`src/rtl/bp_be_cmd_queue_spec_if.sv`:
```
// FE->BE command port bundle: enqueue handshake, speculative dequeue, commit/rollback/flush controls
// and occupancy status.
interface bp_be_cmd_queue_spec_if #(
  parameter int width_p = 114,
  parameter int els_p   = 4
);
  localparam int ptr_w = $clog2(els_p) + 1;

  logic [width_p-1:0] fe_cmd_i;
  logic               fe_cmd_v_i;
  logic               fe_cmd_ready_o;
  logic [width_p-1:0] fe_cmd_o;
  logic               fe_cmd_v_o;
  logic               fe_cmd_yumi_i;
  logic               commit_i;
  logic               roll_back_i;
  logic               flush_i;
  logic [ptr_w-1:0]   count_o;
  logic [ptr_w-1:0]   spec_count_o;
  logic               empty_o;
  logic               full_o;
  logic               almost_full_o;

  modport master (
    output fe_cmd_i, fe_cmd_v_i, fe_cmd_yumi_i, commit_i, roll_back_i, flush_i,
    input  fe_cmd_ready_o, fe_cmd_o, fe_cmd_v_o, count_o, spec_count_o,
           empty_o, full_o, almost_full_o
  );

  modport slave (
    input  fe_cmd_i, fe_cmd_v_i, fe_cmd_yumi_i, commit_i, roll_back_i, flush_i,
    output fe_cmd_ready_o, fe_cmd_o, fe_cmd_v_o, count_o, spec_count_o,
           empty_o, full_o, almost_full_o
  );
endinterface

```
`src/rtl/bp_be_cmd_queue_spec.sv`:
```
// FE->BE command FIFO with speculative dequeue: entries stay resident until committed and the
// speculative read pointer can be rewound to the oldest uncommitted entry for replay.
module bp_be_cmd_queue_spec #(
  parameter int width_p           = 114,
  parameter int els_p             = 4,
  parameter int almost_full_thr_p = 3
) (
  input  logic                   clk_i,
  input  logic                   reset_n_i,
  bp_be_cmd_queue_spec_if.slave  cmd_if
);
  localparam int ptr_w = $clog2(els_p) + 1;
  localparam int idx_w = $clog2(els_p);

  logic [width_p-1:0] mem [els_p];

  logic [ptr_w-1:0] wptr_reg, wptr_next;
  logic [ptr_w-1:0] rptr_spec_reg, rptr_spec_next;
  logic [ptr_w-1:0] rptr_cmt_reg, rptr_cmt_next;
  logic [ptr_w-1:0] count, spec_count;
  logic             full, enq;

  // Pointers carry one extra wrap bit, so plain subtraction gives occupancy modulo 2*els_p.
  assign count      = wptr_reg - rptr_cmt_reg;
  assign spec_count = rptr_spec_reg - rptr_cmt_reg;
  assign full       = (count == ptr_w'(els_p));
  assign enq        = cmd_if.fe_cmd_v_i & cmd_if.fe_cmd_ready_o;

  assign cmd_if.count_o        = count;
  assign cmd_if.spec_count_o   = spec_count;
  assign cmd_if.empty_o        = (count == '0);
  assign cmd_if.full_o         = full;
  assign cmd_if.almost_full_o  = (count >= ptr_w'(almost_full_thr_p));
  assign cmd_if.fe_cmd_v_o     = (wptr_reg != rptr_spec_reg);
  assign cmd_if.fe_cmd_ready_o = ~full & ~cmd_if.flush_i;
  assign cmd_if.fe_cmd_o       = mem[rptr_spec_reg[idx_w-1:0]];

  always_comb begin
    wptr_next      = wptr_reg;
    rptr_spec_next = rptr_spec_reg;
    rptr_cmt_next  = rptr_cmt_reg;
    if (cmd_if.flush_i) begin
      wptr_next      = '0;
      rptr_spec_next = '0;
      rptr_cmt_next  = '0;
    end else begin
      rptr_cmt_next = rptr_cmt_reg + ptr_w'(cmd_if.commit_i);
      if (cmd_if.roll_back_i) begin
        // Replay restarts at whatever is still uncommitted after this cycle's commit.
        rptr_spec_next = rptr_cmt_next;
      end else begin
        rptr_spec_next = rptr_spec_reg + ptr_w'(cmd_if.fe_cmd_yumi_i);
      end
      wptr_next = wptr_reg + ptr_w'(enq);
    end
  end

  always_ff @(posedge clk_i or negedge reset_n_i) begin
    if (!reset_n_i) begin
      wptr_reg      <= '0;
      rptr_spec_reg <= '0;
      rptr_cmt_reg  <= '0;
    end else begin
      wptr_reg      <= wptr_next;
      rptr_spec_reg <= rptr_spec_next;
      rptr_cmt_reg  <= rptr_cmt_next;
    end
  end

  always_ff @(posedge clk_i) begin
    if (enq) begin
      mem[wptr_reg[idx_w-1:0]] <= cmd_if.fe_cmd_i;
    end
  end

`ifndef SYNTHESIS
  always_ff @(posedge clk_i) begin
    if (reset_n_i) begin
      assert (!(cmd_if.fe_cmd_yumi_i && !cmd_if.fe_cmd_v_o))
        else $error("cmd_queue: yumi while no command valid");
      assert (!(cmd_if.commit_i && spec_count == '0))
        else $error("cmd_queue: commit with nothing dequeued");
      assert (!(cmd_if.roll_back_i && cmd_if.fe_cmd_yumi_i))
        else $error("cmd_queue: yumi together with roll_back");
      assert (spec_count <= count && count <= ptr_w'(els_p))
        else $error("cmd_queue: pointer ordering violated");
    end
  end
`endif
endmodule
```
`src/flat_wrapper.sv`:
```
// flat-port wrapper written by rule: the top's interface ports become plain ports
module bp_be_cmd_queue_spec_flat 
#(
  parameter int width_p           = 114,
  parameter int els_p             = 4,
  parameter int almost_full_thr_p = 3
)
  (clk_i, reset_n_i, cmd_if_fe_cmd_i, cmd_if_fe_cmd_v_i, cmd_if_fe_cmd_yumi_i, cmd_if_commit_i, cmd_if_roll_back_i, cmd_if_flush_i, cmd_if_fe_cmd_ready_o, cmd_if_fe_cmd_o, cmd_if_fe_cmd_v_o, cmd_if_count_o, cmd_if_spec_count_o, cmd_if_empty_o, cmd_if_full_o, cmd_if_almost_full_o);
  bp_be_cmd_queue_spec_if #(.width_p(width_p), .els_p(els_p)) cmd_if_i ();
  input  logic clk_i;
  input  logic reset_n_i;
  input wire logic [$bits(cmd_if_i.fe_cmd_i)-1:0] cmd_if_fe_cmd_i;
  input wire logic [$bits(cmd_if_i.fe_cmd_v_i)-1:0] cmd_if_fe_cmd_v_i;
  input wire logic [$bits(cmd_if_i.fe_cmd_yumi_i)-1:0] cmd_if_fe_cmd_yumi_i;
  input wire logic [$bits(cmd_if_i.commit_i)-1:0] cmd_if_commit_i;
  input wire logic [$bits(cmd_if_i.roll_back_i)-1:0] cmd_if_roll_back_i;
  input wire logic [$bits(cmd_if_i.flush_i)-1:0] cmd_if_flush_i;
  output wire logic [$bits(cmd_if_i.fe_cmd_ready_o)-1:0] cmd_if_fe_cmd_ready_o;
  output wire logic [$bits(cmd_if_i.fe_cmd_o)-1:0] cmd_if_fe_cmd_o;
  output wire logic [$bits(cmd_if_i.fe_cmd_v_o)-1:0] cmd_if_fe_cmd_v_o;
  output wire logic [$bits(cmd_if_i.count_o)-1:0] cmd_if_count_o;
  output wire logic [$bits(cmd_if_i.spec_count_o)-1:0] cmd_if_spec_count_o;
  output wire logic [$bits(cmd_if_i.empty_o)-1:0] cmd_if_empty_o;
  output wire logic [$bits(cmd_if_i.full_o)-1:0] cmd_if_full_o;
  output wire logic [$bits(cmd_if_i.almost_full_o)-1:0] cmd_if_almost_full_o;
  assign cmd_if_i.fe_cmd_i = cmd_if_fe_cmd_i;
  assign cmd_if_i.fe_cmd_v_i = cmd_if_fe_cmd_v_i;
  assign cmd_if_i.fe_cmd_yumi_i = cmd_if_fe_cmd_yumi_i;
  assign cmd_if_i.commit_i = cmd_if_commit_i;
  assign cmd_if_i.roll_back_i = cmd_if_roll_back_i;
  assign cmd_if_i.flush_i = cmd_if_flush_i;
  assign cmd_if_fe_cmd_ready_o = cmd_if_i.fe_cmd_ready_o;
  assign cmd_if_fe_cmd_o = cmd_if_i.fe_cmd_o;
  assign cmd_if_fe_cmd_v_o = cmd_if_i.fe_cmd_v_o;
  assign cmd_if_count_o = cmd_if_i.count_o;
  assign cmd_if_spec_count_o = cmd_if_i.spec_count_o;
  assign cmd_if_empty_o = cmd_if_i.empty_o;
  assign cmd_if_full_o = cmd_if_i.full_o;
  assign cmd_if_almost_full_o = cmd_if_i.almost_full_o;
  bp_be_cmd_queue_spec #(.width_p(width_p), .els_p(els_p), .almost_full_thr_p(almost_full_thr_p)) u_core (.clk_i(clk_i), .reset_n_i(reset_n_i), .cmd_if(cmd_if_i));
endmodule
```
`config.mk`:
```
export PLATFORM = sky130hd
export DESIGN_NAME = bp_be_cmd_queue_spec_flat
export DESIGN_NICKNAME = d
export VERILOG_FILES = /design/src/rtl/bp_be_cmd_queue_spec_if.sv /design/src/rtl/bp_be_cmd_queue_spec.sv /design/src/flat_wrapper.sv
export SDC_FILE = /design/constraint.sdc
export NUM_CORES = 1
export LEC_CHECK = 0
export CORE_AREA = 2 2 188 190
export DETAILED_ROUTE_END_ITERATION = 6
export DIE_AREA = 0 0 190 192
export PLACE_DENSITY = 0.84
export SYNTH_ARGS = -nofsm -noshare
export SYNTH_HDL_FRONTEND = slang
export SYNTH_SLANG_ARGS = --single-unit
```
`constraint.sdc`:
```
create_clock -name clk_i -period 24.5 [get_ports clk_i]
set_input_delay 4.9 -clock clk_i [delete_from_list [all_inputs] [get_ports clk_i]]
set_output_delay 4.9 -clock clk_i [all_outputs]
set_load 0.02 [all_outputs]
```
==> flow_summary_export.csv <==
group,metric,value,unit
clocking,cts_tree,"done",
floorplan,placement_rows,68,
drt,drcViolationCount,0,
timing,finalCritPeriodShare,45.9,%
final_layout,regArea,13900,um2
place,hpwl,19200,um
yosys,avgSynthCellArea,25.9,um2
flow_run,maxCapViolCount,0,
global_routing,track_usage,18.2,%
clocking,cts_resized,0,
drt,dr.pass1.iters,5,
power,leakage,6.81,nW
floorplan,initial_core_util,49.7,%
timing,slew_viol_final,0,
worst_setup_path,end_kind,"output port",
clocking,numCtsBuffers,46,
global_routing,grt_pass1_vias,8440,
timing,finalSetupTns,0,ps
yosys,ys_seq_elements,465,
drt,antenna_left,0,
final_layout,areaGrowthSynthToFinish,25.8,%
final_layout,multi_input_area,2950,um2
worst_setup_path,max_stage_delay,640,ps
place,place_congestion,0.737,
worst_setup_path,critPathKind,"input port to output port",
floorplan,core,34300,um2
run_status,outcome,"finished, final reports clean",
global_routing,grtUsageMet1,21.9,%
global_routing,grt_pass1_wl,49300,um
timing,worst-slew-pin-transition,1030,ps
clocking,cts_root_buf,"clkbuf_16",
final_layout,utilization,62.6,%
worst_setup_path,crit_arrival,6340,ps
timing,fin_crit,11240,ps
drt,vias_per_cell,5.40,
worst_setup_path,required,19600,ps
timing,maxSlewHeadroom,31.6,%
floorplan,ios,246,
timing,rsz0062_at_grt,"false",
yosys,synthCells,659,
global_routing,met3_usage,7.20,%
timing,finalHoldViolCount,0,
final_layout,layout-drive-gt1-share,20.0,%
worst_setup_path,crit_top_cell,"clkdlybuf4s50_1",
timing,setup_ws,13260,ps
yosys,synth_seq_area_share,81.6,%
worst_setup_path,slowest_stage,"clkdlybuf4s50_1",
floorplan,die_h,192,um
global_routing,overflow,0,
worst_setup_path,startpoint_type,"input port",
min_path,hold_path_class,"register to register",
global_routing,grt_antenna_before_repair,2,
place,place.port_buffers,245,
drt,vias,7704,
worst_setup_path,crit_chain,"clkdlybuf4s50_1, nor2_1, clkdlybuf4s50_1",
power,p_per_area,84.8,nW/um2
clocking,cts.sinks,465,
final_layout,fin_area,21500,um2
global_routing,use_met2,30.7,%
worst_setup_path,critical_path.max_fanout,11,
final_layout,layout_commonest_cell,"edfxtp_1",
final_layout,nFillCells,2272,
drt,wl_per_cell,22.9,um
floorplan,die_area,36500,um2
worst_setup_path,worst-path-buf-inv,2,
global_routing,grt-busiest-layer,"met2",
clocking,cts_hold_buf,0,
worst_setup_path,critPathTopFamily,"buffers and inverters",
clocking,clk_pin_slew,60,ps
yosys,synth_area,17100,um2
yosys,yosys_warnings,0,
clocking,htreeDepth,2,
timing,clock_skew,10.8,ps
yosys,synth_fp_nets,790,
final_layout,mostFrequentLayoutCells,"456 x edfxtp_1, 245 x clkdlybuf4s50_1, 114 x mux4_2, 47 x clkbuf_16, 11 x buf_4",
drt,drtIter0Drc,473,
power,power.total,0.00182,W
timing,max_freq,0.0890,GHz
timing,final-setup-viol-count,0,
clocking,cts_buffer_depth,3,
clocking,postCtsSetupRepairBufs,0,
final_layout,nets,1067,
global_routing,grt_max_degree,64,
drt,wirelength,32600,um
place,pre_cts_slack,13260,ps
yosys,synth_cell_types,21,
place,placed_cell_area,20000,um2
clocking,clock_latency,550,ps
power,peakVddDrop,0.0000699,V
final_layout,largest_reg_flops,456,
floorplan,fp.dieW,190,um
==> kinds of logic (layout without fill, tap and decap cells) <==
family	count (synthesis)	count (layout)	share of synthesized area (%)
flip-flops	465	465	81.6
multiplexers	116	116	15.2
buffers and inverters	37	347	1.18
AND/OR/NAND/NOR	19	19	0.528
adder cells (fa/ha/maj)	10	10	0.822
XOR/XNOR	9	9	0.543
AO/OA/AOI/OAI	3	3	0.125
other	0	2	0
==> stage by stage <==
step / hold slack, ps / std cells
detailed placement: 613 / 1343
floorplan: 572 / 659
global placement: 609 / 1343
global route: 691 / 1425
finish: 638 / 1426
CTS: 633 / 1424
==> power breakdown <==
group / internal [W] / switching (W) / leakage (nW) / total [W]
Sequential: 0.000900 / 0.0000115 / 4.25 / 0.000911
Combinational: 0.000121 / 0.000117 / 1.86 / 0.000238
Clock: 0.000392 / 0.000277 / 0.698 / 0.000669
Total: 0.00141 / 0.000405 / 6.81 / 0.00182
==> metal layers <==
layer | vias to the layer above | part of all wire (%)
li1 | 3379 | -
met5 | - | 0.040
met1 | 3991 | 38
met4 | 2 | 2.1
met2 | 278 | 50
met3 | 54 | 9.9
==> synth_stat cells (all sizes together) <==
cell	instances	area, um2
dfrtp	9	225
fa	2	40.0
ha	8	100
nand3	1	5.00
buf	20	138
mux4	114	2570
a211oi	1	7.51
nor2	8	30.0
clkbuf	7	26.3
mux2i	2	20.0
nor2b	5	31.3
xor2	1	8.76
inv	10	37.5
edfxtp	456	13700
nor3	4	20.0
xnor3	1	22.5
o21ai	2	13.8
nand2	1	3.75
xnor2	7	61.3
==> worst min-delay path: stages, from the launching register on <==
cell     delay, ps
dfrtp_1        400
xnor2_1        110
nor2_1          80
==> final cells by class <==
type	count	area share, %
well taps	455	2.65
inverters	10	0.175
flip-flops and latches	465	64.9
clock inverters	24	1.01
clock buffers	57	5.66
repair buffers	256	11.8
multi-input cells	157	13.8
diodes	2	0.0233
==> path summary, 6_finish.rpt <==
check | from | to | slack, ps | depth (start not counted)
worst max register to register | u_core.wptr_reg[0] | u_core.mem[2][83] | 20110 | 8
worst max-delay path | cmd_if_flush_i | cmd_if_fe_cmd_ready_o | 13260 | 3
worst min register to register | u_core.rptr_cmt_reg[2] | u_core.rptr_cmt_reg[2] | 640 | 2
max in group asynchronous | reset_n_i | u_core.rptr_spec_reg[1] | 19520 | 1
worst min-delay path | u_core.rptr_cmt_reg[2] | u_core.rptr_cmt_reg[2] | 640 | 2
min in group asynchronous | reset_n_i | u_core.rptr_cmt_reg[0] | 4650 | 1
No activity file was read; power rests on OpenSTA's default activity.
